==> config.mk <==
export PLATFORM = sky130hd
export DESIGN_NAME = reg_bank_sched
export DESIGN_NICKNAME = d
export VERILOG_FILES = /design/src/rtl/reg_bank_pkg.sv /design/src/rtl/rr_arbiter.sv /design/src/rtl/reg_bank_sched.sv
export SDC_FILE = /design/constraint.sdc
export NUM_CORES = 1
export LEC_CHECK = 0
export ABC_AREA = 0
export CAP_MARGIN = 20
export CORE_MARGIN = 5
export CORE_UTILIZATION = 52
export CTS_BUF_LIST = sky130_fd_sc_hd__clkbuf_8
export DETAILED_ROUTE_END_ITERATION = 12
export PLACE_DENSITY = 0.9
export SLEW_MARGIN = 20
export SYNTH_ARGS = -nofsm -noshare
export SYNTH_HDL_FRONTEND = slang
export SYNTH_SLANG_ARGS = --single-unit
==> constraint.sdc <==
create_clock -name __clk -period 4.5 [get_ports __clk]
set_clock_uncertainty 0.05 [all_clocks]
set_input_delay 0.45 -clock __clk [delete_from_list [all_inputs] [get_ports __clk]]
set_output_delay 0.45 -clock __clk [all_outputs]
set_load 0.05 [all_outputs]
==> src/rtl/reg_bank_pkg.sv <==
// Shared types and defaults for the DAL register-bank scheduler.
// The REG_BANK_SCHED_PRIO_EN option is handled in reg_bank_sched.
package reg_bank_pkg;

  typedef enum logic {
    SWEEP = 1'b0,
    SERVE = 1'b1
  } sched_state_e;

  localparam int WIDTH_DEF = 16;
  localparam int NREQ_DEF  = 4;
  localparam int DEPTH_DEF = 8;

endpackage

==> src/rtl/rr_arbiter.sv <==
// Round-robin grant search starting at i_ptr, wrapping NREQ-1 -> 0.
// Pointer ownership and update stay in the parent.
module rr_arbiter #(
  parameter int NREQ = 4
) (
  input  logic [NREQ-1:0]         i_req,
  input  logic [$clog2(NREQ)-1:0] i_ptr,
  input  logic                    i_en,
  output logic [NREQ-1:0]         o_gnt,
  output logic [$clog2(NREQ)-1:0] o_idx
);

  localparam int IW = $clog2(NREQ);

  logic          w_found;
  logic [IW:0]   w_pos;

  always_comb begin
    o_gnt   = '0;
    o_idx   = '0;
    w_found = 1'b0;
    w_pos   = '0;
    for (int i = 0; i < NREQ; i++) begin
      w_pos = {1'b0, i_ptr} + (IW+1)'(i);
      if (w_pos >= (IW+1)'(NREQ))
        w_pos = w_pos - (IW+1)'(NREQ);
      if (i_en && !w_found && i_req[w_pos[IW-1:0]]) begin
        w_found                = 1'b1;
        o_gnt[w_pos[IW-1:0]]   = 1'b1;
        o_idx                  = w_pos[IW-1:0];
      end
    end
  end

endmodule

==> src/rtl/reg_bank_sched.sv <==
// Round-robin scheduler sharing a register bank, with reload sweep.
// `define REG_BANK_SCHED_PRIO_EN: requester 0 gets fixed top priority.
module reg_bank_sched
  import reg_bank_pkg::*;
#(
  parameter int WIDTH = WIDTH_DEF,
  parameter int NREQ  = NREQ_DEF,
  parameter int DEPTH = DEPTH_DEF,
  localparam int AW   = $clog2(DEPTH),
  localparam int IW   = $clog2(NREQ)
) (
  input  logic               __clk,
  input  logic               __arst_n,
  input  logic [WIDTH-1:0]   __reset_value,
  input  logic               clr_i,
  input  logic [NREQ-1:0]    req_valid,
  input  logic [NREQ-1:0]    req_we,
  input  logic [NREQ*AW-1:0] req_addr,
  input  logic [NREQ*WIDTH-1:0] req_wdata,
  output logic [NREQ-1:0]    req_ready,
  output logic               rsp_valid,
  output logic [IW-1:0]      rsp_id,
  output logic [WIDTH-1:0]   rsp_rdata,
  output logic               busy_o
);

  sched_state_e      r_state;
  sched_state_e      w_state_nxt;
  logic [AW-1:0]     r_idx;
  logic [AW-1:0]     w_idx_nxt;
  logic [IW-1:0]     r_ptr;
  logic [IW-1:0]     w_ptr_nxt;
  logic [WIDTH-1:0]  r_mem [DEPTH];

  logic              r_rsp_valid;
  logic [IW-1:0]     r_rsp_id;
  logic [WIDTH-1:0]  r_rsp_rdata;

  logic              w_en;
  logic              w_acc;
  logic              w_we;
  logic [NREQ-1:0]   w_arb_req;
  logic [NREQ-1:0]   w_arb_gnt;
  logic [IW-1:0]     w_arb_idx;
  logic [NREQ-1:0]   w_gnt;
  logic [IW-1:0]     w_win;
  logic [AW-1:0]     w_addr;
  logic [WIDTH-1:0]  w_wdata;

  assign w_en = (r_state == SERVE) && !clr_i;

`ifdef REG_BANK_SCHED_PRIO_EN
  localparam logic [IW-1:0] PTR_RST = IW'(1);

  // Requester 0 bypasses the ring; the ring covers 1..NREQ-1 only.
  assign w_arb_req = req_valid & ~NREQ'(1);

  always_comb begin
    w_gnt = w_arb_gnt;
    w_win = w_arb_idx;
    if (w_en && req_valid[0]) begin
      w_gnt = NREQ'(1);
      w_win = '0;
    end
  end

  always_comb begin
    w_ptr_nxt = r_ptr;
    if (w_acc && (w_win != '0))
      w_ptr_nxt = (w_win == IW'(NREQ-1)) ? IW'(1)
                                         : w_win + 1'b1;
  end
`else
  localparam logic [IW-1:0] PTR_RST = '0;

  assign w_arb_req = req_valid;
  assign w_gnt     = w_arb_gnt;
  assign w_win     = w_arb_idx;

  always_comb begin
    w_ptr_nxt = r_ptr;
    if (w_acc)
      w_ptr_nxt = (w_win == IW'(NREQ-1)) ? '0
                                         : w_win + 1'b1;
  end
`endif

  rr_arbiter #(
    .NREQ (NREQ)
  ) u_arb (
    .i_req (w_arb_req),
    .i_ptr (r_ptr),
    .i_en  (w_en),
    .o_gnt (w_arb_gnt),
    .o_idx (w_arb_idx)
  );

  assign w_acc   = |w_gnt;
  assign w_we    = req_we[w_win];
  assign w_addr  = req_addr[int'(w_win)*AW +: AW];
  assign w_wdata = req_wdata[int'(w_win)*WIDTH +: WIDTH];

  always_comb begin
    w_state_nxt = r_state;
    w_idx_nxt   = r_idx;
    case (r_state)
      SWEEP: begin
        w_idx_nxt = r_idx + 1'b1;
        if (r_idx == AW'(DEPTH-1))
          w_state_nxt = SERVE;
      end
      SERVE: begin
        if (clr_i)
          w_state_nxt = SWEEP;
      end
      default: w_state_nxt = SWEEP;
    endcase
  end

  always_ff @(posedge __clk or negedge __arst_n) begin
    if (!__arst_n) begin
      r_state <= SWEEP;
      r_idx   <= '0;
      r_ptr   <= PTR_RST;
    end else begin
      r_state <= w_state_nxt;
      r_idx   <= w_idx_nxt;
      r_ptr   <= w_ptr_nxt;
    end
  end

  always_ff @(posedge __clk or negedge __arst_n) begin
    if (!__arst_n) begin
      for (int i = 0; i < DEPTH; i++)
        r_mem[i] <= '0;
    end else if (r_state == SWEEP) begin
      r_mem[r_idx] <= __reset_value;
    end else if (w_acc && w_we) begin
      r_mem[w_addr] <= w_wdata;
    end
  end

  // Read data is the pre-edge entry value; a same-edge write lands after.
  always_ff @(posedge __clk or negedge __arst_n) begin
    if (!__arst_n) begin
      r_rsp_valid <= 1'b0;
      r_rsp_id    <= '0;
      r_rsp_rdata <= '0;
    end else begin
      r_rsp_valid <= w_acc && !w_we;
      if (w_acc && !w_we) begin
        r_rsp_id    <= w_win;
        r_rsp_rdata <= r_mem[w_addr];
      end
    end
  end

  assign req_ready = w_gnt;
  assign rsp_valid = r_rsp_valid;
  assign rsp_id    = r_rsp_id;
  assign rsp_rdata = r_rsp_rdata;
  assign busy_o    = (r_state == SWEEP);

endmodule

==> flow_summary_export.csv <==
group,metric,value,unit
place,port-buffer-count,126,
worst_setup_path,r2r_slack,0.12,ns
power,p_seq_share,26.2,%
die,dieArea,20600,µm²
detailed_routing,drt-pass1-iter-count,9,
timing,hold_viol,0,
detailed_routing,drtIter0Drc,1235,
clocking,cts_made_buffers,17,
cells_and_area,nets,1095,
power,p_leak,5.01,nW
yosys,yosysWarnings,0,
yosys,syn_area,9270,µm²
die,die_w,143,µm
cells_and_area,drive_above_1_share,27.6,%
yosys,synth.distinct_cells,55,
worst_setup_path,critPathTopFamily,"simple AND/OR/NAND/NOR gates",
worst_setup_path,crit_path_max_incr_delay,0.47,ns
global_route,grt_usage,30.2,%
die,start_util,53.2,%
timing,setup_slack,0.123,ns
run_status,outcome,"finished, final reports clean",
power,p_clk_share,15.8,%
worst_setup_path,worst_path_most_repeated_cell,"buf_4",
clocking,clk_pin_slew_worst_paths,0.09,ns
worst_setup_path,cp_cell_sequence,"inv_1 > ha_1 > or3b_2 > o22ai_1 > and3_1 > o32a_1 > buf_4 > mux4_2 > buf_4 > nor2_2 > nand2_1 > buf_4 > o22ai_1 > mux2_2",
yosys,synth_cells,838,
timing,hold_ws,0.0309,ns
power,comb_power_share,57.9,%
cells_and_area,final_cell_mix,"dfrtp_1, mux2_2, clkdlybuf4s50_1, o22ai_1, nand2_1",
detailed_routing,drc,0,
yosys,ys_seq_area_share,41.3,%
place,post-place-ws,-0.225,ns
worst_setup_path,crit_fanout,10,
power,switching_share,46.0,%
place,dp.final_hpwl,21100,µm
worst_setup_path,critical-path-slowest-cell,"or3b_2",
clocking,clock_path_buffers,2,
global_route,grt_max_degree,105,
cells_and_area,fill_cells,1247,
cells_and_area,syn_to_final_growth,24.4,%
timing,slew_violations,0,
worst_setup_path,regToRegStartpoint,"r_ptr[1]",
timing,fin_crit_sh,97.3,%
worst_setup_path,crit_required,4.86,ns
die,core,17400,µm²
power,cellPowerDensity,664,nW/µm²
clocking,postCtsHoldBufs,0,
detailed_routing,vias,8600,
global_route,overflow,0,
die,num_rows,48,
clocking,clk_latency,0.48,ns
timing,fmax,0.228,GHz
yosys,ys_seq_elements,153,
power,peakVddDrop,334,µV
timing,slew_headroom,29.9,%
detailed_routing,wirelength,31300,µm
die,io_pins,127,
yosys,ys.flop_type,"dfrtp_1",
die,die_y,143,µm
power,intPower,4.13,mW
cells_and_area,final_common_cell,"dfrtp_1",
worst_setup_path,rr_worst_depth,14,
worst_setup_path,cp.arrival,4.73,ns
worst_setup_path,startpoint_type,"flop",
yosys,syn_area_per_cell,11.1,µm²
detailed_routing,ant_nets,0,
clocking,cts_tree,"yes",
detailed_routing,vias_per_cell,7.05,
timing,fin_crit,4.38,ns
hold_path,hp-class,"in -> async",
clocking,cts_root_buf,"clkbuf_8",
worst_setup_path,crit_path_end_kind,"flop",
run,maxCapViolations,0,
worst_setup_path,reg2reg_to,"r_mem[33]",
power,p_switching,3.52,mW
clocking,cts_sinks,153,
yosys,synthArstFlopShare,100,%
worst_setup_path,cp_num_buf_inv,4,
place,gp_congestion,0.943,
clocking,ctsHtreeMaxLevel,4,
yosys,syn_nets,952,
detailed_routing,routedWlPerCell,25.6,µm
yosys,synth_edf_count,0,
global_route,antenna_found_initial,0,
timing,tightest_slew,1.05,ns
global_route,grt_pass1_vias,8760,
worst_setup_path,critPathKind,"reg -> reg",
timing,setup_viol,0,
global_route,grt_pass1_wl,47900,µm
cells_and_area,diodes,0,
[power by group through the flow]
stage / combinational [mW] / clock, mW / sequential (mW)
global placement: 4.05 / 0 / 2.00
finish: 4.43 / 1.21 / 2.01
CTS: 4.20 / 1.21 / 1.99
global route: 4.61 / 1.27 / 2.04
floorplan: 2.54 / 0 / 2.23
detailed placement: 4.17 / 0 / 2.02
[registers in the layout (all words and copies together), names as in the netlist]
name	flops
rsp_rdata	16
r_idx	3
rsp_id	2
r_state	1
rsp_valid	1
r_ptr	2
r_mem	128
[synthesized netlist by cell type, drive strengths merged, types with 5 or more instances]
cell	count	area share, %
dfrtp	153	41
mux2	147	18
o22ai	115	7.9
nand2	74	3.0
mux2i	70	7.6
buf	36	2.2
nor2	30	1.3
clkbuf	28	1.1
a22oi	20	1.8
a22o	16	1.5
inv	16	0.65
a21oi	14	0.96
a221oi	11	1.0
ha	11	1.5
mux4	10	2.4
o21ai	10	0.54
a31oi	9	0.68
nor3	9	1.1
o211ai	8	0.65
o22a	6	0.57
nand3	5	0.27
nand3b	5	0.41
o221ai	5	0.47
[metrics by stage]
stage / area (µm²) / power, mW / TNS, ns / utilization [%] / instances
finish: 11500 / 7.65 / 0 / 66.2 / 1219
CTS: 11400 / 7.40 / 0 / 65.6 / 1216
detailed placement: 11000 / 6.18 / -8.10 / 62.9 / 1183
global route: 11500 / 7.92 / -0.0560 / 66.2 / 1219
global placement: 11000 / 6.05 / -1.07 / 62.9 / 1183
floorplan: 9270 / 4.77 / 0 / - / 838
[worst max-delay path by stage]
stage                      end  depth (start not counted)  slack (ns)    startpoint
floorplan            r_mem[69]                         16        0.02      r_ptr[0]
global placement     r_mem[90]                         11       -0.08  req_valid[3]
detailed placement   r_mem[91]                         11       -0.23  req_valid[3]
CTS                 r_mem[124]                         11        0.09      r_ptr[1]
global route         r_mem[42]                         14       -0.03      r_ptr[1]
finish               r_mem[33]                         14        0.12      r_ptr[1]
[metal layers]
layer | global-route usage, % | part of all wire [%] | vias to the layer above
met2 | 48.2 | 47 | 687
met3 | 9.42 | 12 | 194
met5 | 0 | 0 | -
met4 | 14.5 | 5.6 | 0
met1 | 37.3 | 35 | 4204
li1 | - | - | 3515
[kinds of logic (layout without fill, tap and decap cells)]
kind of cell	Yosys count	after routing	synth area share, %
adder cells (fa/ha/maj)	11	11	1.49
buffers and inverters	80	236	4.02
multiplexers	227	227	28.3
AO/OA/AOI/OAI	232	232	17.8
flip-flops	153	153	41.3
AND/OR/NAND/NOR	134	134	7.01
XOR/XNOR	1	1	0.0945
[cell type report]
| class | instances | area, µm² | share of cell area, % |
|---|---|---|---|
| Clock inverter | 13 | 190 | 1.65 |
| Timing Repair Buffer | 188 | 1770 | 15.3 |
| Clock buffer | 19 | 262 | 2.27 |
| Tap cell | 225 | 282 | 2.44 |
| Inverter | 16 | 60.1 | 0.521 |
| Sequential cell | 153 | 3830 | 33.2 |
| Multi-Input combinational cell | 605 | 5140 | 44.6 |
[what timing repair did]
item	CTS	global route
buffers inserted	1	3
pin swaps	1	1
gates cloned	0	0
endpoints found under the setup margin	17	33
gates resized for setup	1	7
[worst register-to-register path, cell delays in order (launching register included)]
cell     delay, ns
dfrtp_1       0.39
inv_1         0.14
ha_1          0.28
or3b_2        0.47
o22ai_1       0.21
and3_1        0.38
o32a_1        0.36
buf_4         0.19
mux4_2        0.47
buf_4         0.24
nor2_2        0.31
nand2_1       0.19
buf_4         0.24
o22ai_1       0.19
mux2_2        0.21
Power figures use the tool's default switching activity.
